==> src/rtl/led_pkg.sv <==
// rtl/led_pkg.sv - shared state type and LED helpers for led_decode_scan
package led_pkg;

  typedef enum logic [1:0] {BLANK, DECODE, SCAN} led_state_t;

  localparam int LED_MAX_W = 64;
  localparam int LED_IDX_W = 6;
  localparam logic [LED_MAX_W-1:0] LED_ALL_OFF = '1;

  // Active-low one-hot; an index at or beyond width leaves every LED dark.
  function automatic logic [LED_MAX_W-1:0] onehot_n(input logic [LED_IDX_W-1:0] index,
                                                    input int width);
    logic [LED_MAX_W-1:0] v;
    v = LED_ALL_OFF;
    if (int'(index) < width) v[index] = 1'b0;
    return v;
  endfunction

endpackage

==> src/rtl/sw_debounce.sv <==
// rtl/sw_debounce.sv - two-flop synchroniser plus stable-count debounce for switch inputs
module sw_debounce #(
  parameter int W          = 3,
  parameter int DEB_CYCLES = 500000
) (
  input  logic         clk,
  input  logic         rst_n,
  input  logic [W-1:0] din,
  output logic [W-1:0] dout
);

  localparam int CNT_W = $clog2(DEB_CYCLES + 1);
  localparam logic [CNT_W-1:0] CNT_LAST = CNT_W'(DEB_CYCLES - 1);

  logic [W-1:0]     r_sync1;
  logic [W-1:0]     r_sync2;
  logic [W-1:0]     r_cand;
  logic [W-1:0]     r_accepted;
  logic [CNT_W-1:0] r_cnt;

  always_ff @(posedge clk or negedge rst_n) begin
    if (!rst_n) begin
      r_sync1    <= '0;
      r_sync2    <= '0;
      r_cand     <= '0;
      r_accepted <= '0;
      r_cnt      <= '0;
    end else begin
      r_sync1 <= din;
      r_sync2 <= r_sync1;
      // Any disagreement restarts the stability count from zero.
      if (r_sync2 != r_cand) begin
        r_cand <= r_sync2;
        r_cnt  <= '0;
      end else if (r_cnt == CNT_LAST) begin
        r_accepted <= r_cand;
      end else begin
        r_cnt <= r_cnt + CNT_W'(1);
      end
    end
  end

  assign dout = r_accepted;

endmodule

==> src/rtl/led_decode_scan.sv <==
// rtl/led_decode_scan.sv - debounced switch decoder with scan mode driving an active-low LED bar
module led_decode_scan
  import led_pkg::*;
#(
  parameter int SEL_W      = 3,
  parameter int OUT_W      = 8,
  parameter int DEB_CYCLES = 500000,
  parameter int TICK_DIV   = 25000000
) (
  input  logic             clk,
  input  logic             rst_n,
  input  logic             en,
  input  logic             mode,
  input  logic [SEL_W-1:0] sw,
  output logic [OUT_W-1:0] led,
  output logic [SEL_W-1:0] idx
);

  localparam int TICK_W = $clog2(TICK_DIV);
  localparam logic [TICK_W-1:0] TICK_LAST = TICK_W'(TICK_DIV - 1);
  localparam logic [SEL_W-1:0]  POS_LAST  = SEL_W'(OUT_W - 1);

  logic [SEL_W-1:0]  w_accepted;
  logic [SEL_W-1:0]  w_pos_next;
  led_state_t        r_state;
  logic [TICK_W-1:0] r_tick;
  logic [SEL_W-1:0]  r_pos;

  sw_debounce #(
    .W          (SEL_W),
    .DEB_CYCLES (DEB_CYCLES)
  ) u_sw_debounce (
    .clk   (clk),
    .rst_n (rst_n),
    .din   (sw),
    .dout  (w_accepted)
  );

  assign w_pos_next = (r_pos == POS_LAST) ? '0 : r_pos + SEL_W'(1);

  // Outputs are computed from the state being entered, so every change shows on that same edge.
  always_ff @(posedge clk or negedge rst_n) begin
    if (!rst_n) begin
      r_state <= BLANK;
      r_tick  <= '0;
      r_pos   <= '0;
      led     <= '1;
      idx     <= '0;
    end else if (!en) begin
      r_state <= BLANK;
      led     <= OUT_W'(LED_ALL_OFF);
    end else if (!mode) begin
      r_state <= DECODE;
      led     <= OUT_W'(onehot_n(LED_IDX_W'(w_accepted), OUT_W));
      idx     <= w_accepted;
    end else if (r_state != SCAN) begin
      r_state <= SCAN;
      r_tick  <= '0;
      r_pos   <= '0;
      led     <= OUT_W'(onehot_n('0, OUT_W));
      idx     <= '0;
    end else if (r_tick == TICK_LAST) begin
      r_tick <= '0;
      r_pos  <= w_pos_next;
      led    <= OUT_W'(onehot_n(LED_IDX_W'(w_pos_next), OUT_W));
      idx    <= w_pos_next;
    end else begin
      r_tick <= r_tick + TICK_W'(1);
    end
  end

endmodule

==> config.mk <==
export PLATFORM = sky130hd
export DESIGN_NAME = led_decode_scan
export DESIGN_NICKNAME = d
export VERILOG_FILES = /design/src/rtl/led_pkg.sv /design/src/rtl/sw_debounce.sv /design/src/rtl/led_decode_scan.sv
export SDC_FILE = /design/constraint.sdc
export NUM_CORES = 1
export LEC_CHECK = 0
export ABC_CLOCK_PERIOD_IN_PS = 1800
export BUFFER_PORTS_ARGS = -buffer_cell sky130_fd_sc_hd__buf_4
export CAP_MARGIN = 10
export CORE_UTILIZATION = 49
export CTS_CLUSTER_DIAMETER = 60
export DETAILED_ROUTE_END_ITERATION = 6
export PLACE_DENSITY = 0.71
export SETUP_SLACK_MARGIN = 0.15
export SYNTH_ARGS = -nofsm -noshare
export SYNTH_HDL_FRONTEND = slang
export SYNTH_SLANG_ARGS = --single-unit
==> constraint.sdc <==
create_clock -name clk -period 1.8 [get_ports clk]
set_input_delay 0.45 -clock clk [delete_from_list [all_inputs] [get_ports clk]]
set_output_delay 0.45 -clock clk [all_outputs]
set_load 0.03 [all_outputs]
==> metrics.md <==
| Metric | Value |
|---|---|
| Status | finished with violations |
| Failing checks | negative setup slack |
| Mapped cell area | 3770 µm² |
| Largest net degree at the start of global routing | 34 |
| Syn Nets | 396 |
| Number of I/O port buffers | 17 |
| Router iterations before antenna repair | 5 |
| Grt total ovfl | 0 |
| Final hold slack | 0.0222 ns |
| Fill count | 443 |
| Main synth FF type | dfrtp_1 |
| Fin area | 5470 µm² |
| PD cells | 601 nW/µm² |
| Worst path max stage delay | 0.53 ns |
| Reg2reg start | r_tick[1] |
| CTS tree | done |
| Hold_buf cts | 0 |
| GPL Wtd Cong | 0.893 |
| Crit path capture type | register |
| Avg Vias per Cell | 6.04 |
| Routed wire length | 11000 µm |
| Pleak | 2.32 nW |
| Initial drt markers | 211 |
| Synth top area share | 42.5% |
| Yosys top cell by area | dfrtp_1 |
| Core ar. | 7330 µm² |
| Ant diodes | 0 |
| Slew Limit Fails | 0 |
| Die X | 89.7 µm |
| Critical path class | register to register |
| Clk pin slew, worst setup/hold paths | 0.09 ns |
| H-tree levels | 3 |
| CP max stage cell | or4_4 |
| Reg2Reg Depth | 5 |
| Multi-input gate area | 2300 µm² |
| Register Area | 1810 µm² |
| Avg Synthesized Cell Area | 9.82 µm² |
| CP cell instances | nand3_1, or4_4, buf_6, or4_1, a22oi_1 |
| R2R Setup Slk | -0.1 ns |
| Fraction of registers with async set/reset | 100% |
| Yosys cell types | 54 |
| TritonCTS buffer count | 9 |
| Hold violation total from the final report | 0 |
| Routed via count | 3596 |
| Min-delay worst type | input pin to async pin |
| Vias in the first global route | 3444 |
| Initial antenna violation count | 0 |
| Total power | 3.29 mW |
| DP HPWL | 6240 µm |
| Cell count after synthesis | 384 |
| CTS max path bufs | 2 |
| Worst Tran Pin Value | 0.507 ns |
| Fin crit period | 1.90 ns |
| Worst-path fanout max | 7 |
| Final worst slack | -0.0972 ns |
| Ports | 18 |
| Flops & latches, synth | 72 |
| GRT Util Overall | 25.8% |
| Root buf cell | clkbuf_8 |
| First-pass GRT wire length | 16600 µm |
| Share of the clock period used by the worst path | 105% |
| Placed cells | 548 |
| Die height | 89.7 µm |
| Routed WL per cell | 18.5 µm |
| Layout Skew | 0.0125 ns |
| Post-synth EDFFs | 0 |
| Post-synthesis sequential area ratio | 48.1% |
| Top cells by area in the synthesized netlist | dfrtp_1 42%, dfstp_2 5.6%, mux2_2 3.6% |
| Critical Path RT | 2.08 ns |
| Fin cells | 595 |
| Skew-Pair Late Insertion Delay | 0.36 ns |
| Max-Cap Viols | 0 |
| F_max | 527 MHz |
| Antenna Violating Nets Remaining | 0 |
| Slew HR | 66.1% |
| Die area | 8050 µm² |
| Final setup fails | 29 |
| CP startpoint kind | register |
| Peak supply drop | 0.460 mV |
| RSZ-0062 raised after global routing | yes |
| Nets | 503 |
| Yosys warning count | 0 |
| Row cnt | 31 |
| Share of cells above drive strength 1 | 45.2% |
| Worst r2r dst | r_tick[21] |
| Initial core utilization | 51.4% |
| Post-layout util | 74.6% |
| Layout overhead on the synthesized area | 45.0% |
| Critical Path AT | 2.17 ns |
| DRC viols | 0 |
| Area after DPL | 4520 µm² |
| Clk sink count | 72 |
-- placed cells by master (no fill, tap or decap), types with 8 or more instances in the layout --
master,instances
a22oi_1,9
nand2_1,30
dfstp_2,8
nand4_1,14
a21oi_2,8
inv_1,11
mux2_4,11
nand3_1,12
nor2_1,12
clkbuf_8,9
buf_6,13
buf_4,96
xnor2_1,8
xor2_1,9
o21ai_0,11
a21oi_1,13
dfrtp_1,63
-- final cells by class --
class / instances / area share, %
multi-input combinational: 281 / 42.2
sequential: 72 / 33.2
timing repair buffer: 115 / 18.0
clock buffer: 9 / 2.27
tap: 99 / 2.27
clock inverter: 7 / 1.28
inverter: 12 / 0.824
-- through the flow --
step / setup slack, ns / TNS [ns]
after CTS: -0.0963 / -1.01
after global placement: -0.189 / -2.15
after floorplan: -0.0483 / -0.548
after detailed placement: -0.219 / -3.80
final: -0.0972 / -1.56
after global routing: -0.156 / -3.65
-- registers in the layout, indices dropped and copies added (netlist names) --
register	flops
idx	3
u_sw_debounce.dout	3
r_state	2
u_sw_debounce.r_sync2	3
led	8
u_sw_debounce.r_cnt	19
r_pos	3
u_sw_debounce.r_cand	3
r_tick	25
u_sw_debounce.r_sync1	3
-- how the worst max path moves through the flow --
stage | slack, ns | from | end
4_1_cts | -0.1 | r_tick[1] | r_tick[23]
5_1_grt | -0.16 | r_tick[6] | r_tick[18]
3_3_place_gp | -0.19 | en | r_tick[23]
2_1_floorplan | -0.05 | r_tick[0] | idx[2]
3_5_place_dp | -0.22 | en | r_tick[23]
6_report | -0.1 | r_tick[1] | r_tick[21]
-- critical path: cells and delay by family, from the launching register on --
kind	cells	cell delay, ns
compound gates	1	0.17
simple gates	3	1.09
buf+inv	1	0.16
flops	1	0.40
-- synth_stat cells (2+ instances only) --
cell	n
and3_1	4
a21boi_0	2
or2_2	3
ha_1	5
xnor2_1	8
a32oi_1	2
and2_1	2
mux2_2	12
nand3_1	17
nand2_1	32
nor3_1	15
nor4b_1	2
mux2i_1	3
nor2_1	13
nand3b_1	2
nor4_1	10
a2111o_1	2
o21ai_0	17
a21oi_1	21
nor2b_1	4
a222oi_1	2
a22oi_1	12
a31oi_1	2
nand2b_1	5
clkbuf_1	17
nand4_1	14
xor2_1	9
inv_1	11
or3_1	13
dfrtp_1	64
o211ai_1	4
o31ai_1	9
or4_1	14
a2bb2oi_1	2
and4_1	4
dfstp_2	8
-- routing by layer --
metal	GRT usage, %	wire length, µm
met5	0	0
met3	5.50	505
met1	33.6	4520
met4	10.8	312
met2	41.9	5660
-- kinds of logic (layout without fill, tap and decap cells) --
kind of cell	Yosys count	count (layout)	share of synthesized area, %
AND/OR/NAND/NOR	159	159	23.7
AO/OA/AOI/OAI	84	85	14.9
flip-flops	72	72	48.1
buffers and inverters	32	143	3.32
XOR/XNOR	17	17	3.95
multiplexers	15	15	4.38
adder cells (fa/ha/maj)	5	5	1.66
-- repair_timing --
item / CTS / global route
pin swaps: 19 / 28
cloned: 3 / 1
buffers inserted: 14 / 13
resized for setup: 57 / 49
endpoints found under the setup margin: 54 / 57
-- power breakdown --
group / switching, mW / internal (mW) / leakage, nW
Clock: 0.735 / 0.548 / 0.0981
Combinational: 0.188 / 0.140 / 1.27
Sequential: 0.0245 / 1.65 / 0.949
Total: 0.948 / 2.34 / 2.32
No activity file was read; power rests on OpenSTA's default activity.
